[config.mk]
export PLATFORM = sky130hd
export DESIGN_NAME = regfile_scoreboard_flat
export DESIGN_NICKNAME = d
export VERILOG_FILES = /design/src/rtl/regfile_scoreboard_if.sv /design/src/rtl/regfile_scoreboard.sv /design/src/flat_wrapper.sv
export SDC_FILE = /design/constraint.sdc
export NUM_CORES = 2
export LEC_CHECK = 0
export ABC_AREA = 1
export CAP_MARGIN = 5
export CORE_ASPECT_RATIO = 0.75
export CORE_MARGIN = 2
export CORE_UTILIZATION = 40
export CTS_CLUSTER_SIZE = 30
export DETAILED_ROUTE_END_ITERATION = 6
export SKIP_CTS_REPAIR_TIMING = 1
export SYNTH_ARGS = -nofsm -noshare
export SYNTH_HDL_FRONTEND = slang
export SYNTH_SLANG_ARGS = --single-unit
[constraint.sdc]
create_clock -name clk -period 3.8 [get_ports clk]
set_input_delay 0.76 -clock clk [delete_from_list [all_inputs] [get_ports clk]]
set_output_delay 0.76 -clock clk [all_outputs]
set_load 0.03 [all_outputs]
[src/rtl/regfile_scoreboard_if.sv]
// Register-file bus between decode/issue (master) and the register file (slave).
// Carries two read ports, the writeback port, the issue reservation port and
// the pending-entry count.
interface regfile_scoreboard_if #(
    parameter int DATA_W = 32,
    parameter int ADDR_W = 5
);
    logic [ADDR_W-1:0] rd0_addr;
    logic [DATA_W-1:0] rd0_data;
    logic              rd0_busy;
    logic [ADDR_W-1:0] rd1_addr;
    logic [DATA_W-1:0] rd1_data;
    logic              rd1_busy;
    logic              we;
    logic [ADDR_W-1:0] wr_addr;
    logic [DATA_W-1:0] wr_data;
    logic              issue_vld;
    logic [ADDR_W-1:0] issue_addr;
    logic              issue_rdy;
    logic [ADDR_W:0]   pending_cnt;

    // Decode/issue and writeback side.
    modport master (
        output rd0_addr, rd1_addr, we, wr_addr, wr_data, issue_vld, issue_addr,
        input  rd0_data, rd0_busy, rd1_data, rd1_busy, issue_rdy, pending_cnt
    );

    // Register file side.
    modport slave (
        input  rd0_addr, rd1_addr, we, wr_addr, wr_data, issue_vld, issue_addr,
        output rd0_data, rd0_busy, rd1_data, rd1_busy, issue_rdy, pending_cnt
    );
endinterface

[src/rtl/regfile_scoreboard.sv]
// Register file with two combinational read ports, one write port, an
// optional hardwired zero register, optional write-to-read bypass and a
// per-register pending scoreboard used by decode to stall on RAW/WAW hazards.
module regfile_scoreboard #(
    parameter int DATA_W   = 32,
    parameter int ADDR_W   = 5,
    parameter bit ZERO_REG = 1'b1,
    parameter bit BYPASS   = 1'b1
) (
    input logic                 clk,
    input logic                 rst,
    regfile_scoreboard_if.slave bus
);
    localparam int DEPTH = 2 ** ADDR_W;
    localparam int CNT_W = ADDR_W + 1;

    logic [DATA_W-1:0] mem [DEPTH];
    logic [DEPTH-1:0]  pending;
    logic [CNT_W-1:0]  pending_cnt_q;

    logic wr_eff;      // write that actually lands in the array
    logic issue_acc;   // accepted issue that actually reserves an entry
    logic cnt_set;
    logic cnt_clear;

    // Entry 0 is hardwired to zero only when ZERO_REG is enabled.
    function automatic logic is_zero(input logic [ADDR_W-1:0] addr);
        return ZERO_REG && (addr == '0);
    endfunction

    // Read port 0: zero register, then bypass from writeback, then the array.
    always_comb begin
        // NOTE: every output of a combinational block gets a default first, so no path can infer a latch.
        bus.rd0_data = mem[bus.rd0_addr];
        bus.rd0_busy = pending[bus.rd0_addr];
        if (is_zero(bus.rd0_addr)) begin
            bus.rd0_data = '0;
            bus.rd0_busy = 1'b0;
        end else if (BYPASS && bus.we && (bus.wr_addr == bus.rd0_addr)) begin
            bus.rd0_data = bus.wr_data;
            bus.rd0_busy = 1'b0;
        end
    end

    // Read port 1: same priority as port 0, evaluated independently.
    always_comb begin
        bus.rd1_data = mem[bus.rd1_addr];
        bus.rd1_busy = pending[bus.rd1_addr];
        if (is_zero(bus.rd1_addr)) begin
            bus.rd1_data = '0;
            bus.rd1_busy = 1'b0;
        end else if (BYPASS && bus.we && (bus.wr_addr == bus.rd1_addr)) begin
            bus.rd1_data = bus.wr_data;
            bus.rd1_busy = 1'b0;
        end
    end

    // Reservation handshake and the pending-count increment/decrement terms.
    always_comb begin
        wr_eff        = bus.we && !is_zero(bus.wr_addr);
        bus.issue_rdy = is_zero(bus.issue_addr) || !pending[bus.issue_addr]
                        || (bus.we && (bus.wr_addr == bus.issue_addr));
        issue_acc     = bus.issue_vld && bus.issue_rdy && !is_zero(bus.issue_addr);
        // A re-issue of an entry retiring this cycle keeps it pending: net change 0.
        cnt_set       = issue_acc && !pending[bus.issue_addr];
        cnt_clear     = wr_eff && pending[bus.wr_addr]
                        && !(issue_acc && (bus.issue_addr == bus.wr_addr));
    end

    // Array write and scoreboard update; reservation wins over a same-entry retire.
    always_ff @(posedge clk) begin
        if (rst) begin
            // NOTE: the array is cleared on reset because reads must return 0 right after it; this costs a reset net per flop.
            for (int i = 0; i < DEPTH; i++) begin
                mem[i] <= '0;
            end
            pending       <= '0;
            pending_cnt_q <= '0;
        end else begin
            // NOTE: all sequential state uses non-blocking assignment so every update sees pre-edge values.
            if (wr_eff) begin
                mem[bus.wr_addr]     <= bus.wr_data;
                pending[bus.wr_addr] <= 1'b0;
            end
            if (issue_acc) begin
                pending[bus.issue_addr] <= 1'b1;
            end
            pending_cnt_q <= pending_cnt_q + CNT_W'(cnt_set) - CNT_W'(cnt_clear);
        end
    end

    assign bus.pending_cnt = pending_cnt_q;

endmodule
[src/flat_wrapper.sv]
// flat-port wrapper written by rule: the top's interface ports become plain ports
module regfile_scoreboard_flat 
#(
    parameter int DATA_W   = 32,
    parameter int ADDR_W   = 5,
    parameter bit ZERO_REG = 1'b1,
    parameter bit BYPASS   = 1'b1
)
  (clk, rst, bus_rd0_addr, bus_rd1_addr, bus_we, bus_wr_addr, bus_wr_data, bus_issue_vld, bus_issue_addr, bus_rd0_data, bus_rd0_busy, bus_rd1_data, bus_rd1_busy, bus_issue_rdy, bus_pending_cnt);
  regfile_scoreboard_if #(.DATA_W(DATA_W), .ADDR_W(ADDR_W)) bus_i ();
  input logic clk;
  input logic rst;
  input wire logic [$bits(bus_i.rd0_addr)-1:0] bus_rd0_addr;
  input wire logic [$bits(bus_i.rd1_addr)-1:0] bus_rd1_addr;
  input wire logic [$bits(bus_i.we)-1:0] bus_we;
  input wire logic [$bits(bus_i.wr_addr)-1:0] bus_wr_addr;
  input wire logic [$bits(bus_i.wr_data)-1:0] bus_wr_data;
  input wire logic [$bits(bus_i.issue_vld)-1:0] bus_issue_vld;
  input wire logic [$bits(bus_i.issue_addr)-1:0] bus_issue_addr;
  output wire logic [$bits(bus_i.rd0_data)-1:0] bus_rd0_data;
  output wire logic [$bits(bus_i.rd0_busy)-1:0] bus_rd0_busy;
  output wire logic [$bits(bus_i.rd1_data)-1:0] bus_rd1_data;
  output wire logic [$bits(bus_i.rd1_busy)-1:0] bus_rd1_busy;
  output wire logic [$bits(bus_i.issue_rdy)-1:0] bus_issue_rdy;
  output wire logic [$bits(bus_i.pending_cnt)-1:0] bus_pending_cnt;
  assign bus_i.rd0_addr = bus_rd0_addr;
  assign bus_i.rd1_addr = bus_rd1_addr;
  assign bus_i.we = bus_we;
  assign bus_i.wr_addr = bus_wr_addr;
  assign bus_i.wr_data = bus_wr_data;
  assign bus_i.issue_vld = bus_issue_vld;
  assign bus_i.issue_addr = bus_issue_addr;
  assign bus_rd0_data = bus_i.rd0_data;
  assign bus_rd0_busy = bus_i.rd0_busy;
  assign bus_rd1_data = bus_i.rd1_data;
  assign bus_rd1_busy = bus_i.rd1_busy;
  assign bus_issue_rdy = bus_i.issue_rdy;
  assign bus_pending_cnt = bus_i.pending_cnt;
  regfile_scoreboard #(.DATA_W(DATA_W), .ADDR_W(ADDR_W), .ZERO_REG(ZERO_REG), .BYPASS(BYPASS)) u_core (.clk(clk), .rst(rst), .bus(bus_i));
endmodule
==> flow_summary.yaml <==
timing:
  layout_setup_ws_ns: -0.01659
  setup_viol_count_final: 1
  fin_skew_ns: 0.04286
  tns_ns: -0.01659
  post-route-period-util: 1.004
  relSlewSlack: 0.2468
  finalHoldViolations: 0
  rsz0062_at_grt: "no"
  drv_slew: 0
  final.min_clock_period_ns: 3.817
  tightest_slew_ns: 1.129
  timing.fmax_mhz: 262.0
cells_and_area:
  ff_latch_area_um2: 31510
  synthToLayoutAreaGrowth_pct: 16.62
  fin_util: 0.4712
  layout-drive-gt1-share: 0.1036
  layout_common_cells: "nor2_1, nand2_1, edfxtp_1"
  final_nets: 7122
  layout_commonest_cell: "nor2_1"
  nFillCells: 13858
  multi_input_area_um2: 22990
synthesis:
  yosysWarnings: 0
  synthAdderAreaFrac: 0.001618
  synth_edf_count: 1024
  async_flop_share: 0
  synth-main-ff-cell: "edfxtp_1"
  syn_inst: 7060
  muxShareOfSynthArea: 0
  ys_ff_latch: 1062
  synth-xor-area-share: 0.0008940
  yosys.area_share.simple: 0.2342
  synthDistinctLibCells: 37
  syn_avg_cell_area_um2: 8.326
  synth_compound_area_frac: 0.1474
  synth_top_family_by_area: "simple AND/OR/NAND/NOR gates"
  yosysSeqAreaShare: 0.5360
  synth_area_um2: 58780
global_route:
  grt_pass1_vias: 50912
  grt_pass1_wl_mm: 352.6
  grt_max_degree: 142
  grt_antenna_before_repair: 6
  overflow: 0
  track_usage: 0.3208
drt:
  ant_nets: 0
  wl_per_cell_um: 27.06
  dr.pass1.iters: 7
  drcViolationCount: 0
  finalWirelength_mm: 246.9
  via_per_inst: 6.075
  drtIter0Drc: 9377
  dr_total_vias: 55425
worst_setup_path:
  crit_path_end_kind: "output port"
  crit_fanout: 10
  critPathLaunchType: "input pin"
  slowest_stage: "buf_4"
  required_ns: 3.04
  critical_path.startpoint: "bus_rd1_addr[2]"
  critical_path_buf_inv_count: 4
  cp.arrival_ns: 3.06
  slowest_delay_ns: 0.34
  cp_common_cell: "buf_4"
  worstSetupPathType: "in2out"
  crit_family: "simple AND/OR/NAND/NOR gates"
  cp_cell_sequence: "buf_4, nor2_4, nand2_2, inv_1, buf_4, o211ai_1, nand4_1, nand3_1, nand2_1, buf_12"
  r2r_start: "u_core.pending[17]"
clock_network:
  cts-root-buf: "clkbuf_16"
  cts.reportedPaths.clkPinSlew_ns: 0.06
  cts.path.max_buffers: 3
  insertion_delay_ns: 0.76
  cts_tree: "built"
  cts_sinks: 1062
  cts_htree_levels: 3
  cts_buffers: 110
worst_hold_path:
  hold_class: "in2reg"
  hp-start: "rst"
power:
  p_switching_mw: 8.660
  pwr-share-comb: 0.165
  intPower_mw: 21.37
  power.density_nw_per_um2: 438.1
  power.share.clock: 0.377
  power_mw: 30.03
  swShare: 0.2884
  vdd_drop_max_mv: 0.3987
  p_seq_frac: 0.458
  p_leak_nw: 26.65
placement:
  dp_slack_ns: -0.5484
  numPortBuffers: 128
  hpwlAfterDp_mm: 149.2
  place.gp.congestion: 0.9026
status:
  failed_checks: "setup timing"
  status: "complete, but fails checks"
floorplanning:
  initial_core_util: 0.4040
  io_pins: 129
  rows: 121
  die_area_um2: 150100
  die_y_um: 336.0
  die-width_um: 446.7
  core-area_um2: 145500
job:
  maxCapViolations: 0
## power by group through the flow
stage	Clock [mW]	Combinational, mW	Sequential, mW
6_report	11.3	4.97	13.7
5_1_grt	11.8	5.25	13.8
4_1_cts	11.3	4.84	13.7
3_5_place_dp	0	4.82	14.0
3_3_place_gp	0	4.77	14.0
2_1_floorplan	0	2.53	13.9
## per-layer routing
layer | routed length [µm] | global-route usage | up-vias
met1 | 97610 | 0.4537 | 26525
met5 | 221 | 0.01016 | -
met3 | 35740 | 0.08715 | 630
li1 | - | - | 24191
met2 | 101700 | 0.4585 | 4069
met4 | 11630 | 0.1383 | 10
## worst paths after layout
path                            depth (start not counted)                         to  slack, ns
worst min-delay path                                    4         u_core.pending[26]       0.48
worst max-delay path                                   10            bus_rd1_data[3]      -0.02
worst max register to register                         18  u_core.bus.pending_cnt[4]       0.67
worst min register to register                          2         u_core.pending[12]       0.55
## cells in the mapped netlist (2+ instances only)
master / n / area (µm²)
nor3_1: 12 / 60.06
inv_1: 498 / 1869
buf_6: 3 / 33.78
nor3_2: 7 / 70.07
edfxtp_1: 1024 / 30750
buf_4: 10 / 75.07
nor2_4: 3 / 33.78
nor2_1: 1261 / 4733
dfxtp_1: 38 / 760.7
a21oi_1: 393 / 1967
o211ai_1: 395 / 2965
o2111ai_1: 3 / 26.28
nand3_1: 766 / 3834
a31oi_1: 8 / 50.05
nand2_2: 2 / 12.51
ha_1: 6 / 75.07
o21ai_1: 16 / 80.08
buf_2: 203 / 1016
nand4_1: 76 / 475.5
or2_2: 20 / 125.1
o21ai_0: 609 / 3048
xor2_1: 6 / 52.55
clkbuf_1: 379 / 1423
o22ai_1: 50 / 312.8
o21a_1: 2 / 15.01
o221ai_1: 8 / 70.07
buf_1: 61 / 229.0
inv_2: 10 / 37.54
nand2_1: 1160 / 4354
nand3b_1: 7 / 52.55
clkinv_1: 3 / 11.26
a211oi_1: 16 / 120.1
## worst register-to-register path, delay by kind of cell (launching register included)
family	cells	cell delay, ns
compound gates	6	0.90
fa+ha+maj	3	0.87
simple gates	5	0.66
flops	1	0.34
buf+inv	4	0.27
## sequential cells by signal, indices dropped and copies added, names as in the netlist
name,count
u_core.bus.pending_cnt,6
u_core.mem,1024
u_core.pending,32
## logic make-up after synthesis
family	after synthesis
AOI/OAI and AO/OA	1501
adders and majority gates	7
buffers and inverters	1167
other	1
DFF	1062
xor gates and xnor gates	6
and+or+nand+nor	3316
## through the flow
stage,cell area (µm²),hold WS (ns),instances
after floorplan,58900,0.4474,7091
after CTS,68410,0.4430,9109
after global routing,68540,0.4861,9119
after global placement,64770,0.5383,8906
after detailed placement,64770,0.5360,8906
final,68550,0.4789,9124
## cell type report
| type | count | share of cell area |
|---|---|---|
| Antenna cell | 6 | 0.0002190 |
| Clock buffer | 139 | 0.04264 |
| Clock inverter | 64 | 0.01039 |
| Inverter | 511 | 0.02827 |
| Multi-Input combinational cell | 4862 | 0.3353 |
| Sequential cell | 1062 | 0.4597 |
| Tap cell | 1968 | 0.03592 |
| Timing Repair Buffer | 512 | 0.08759 |
Power figures use the tool's default switching activity.
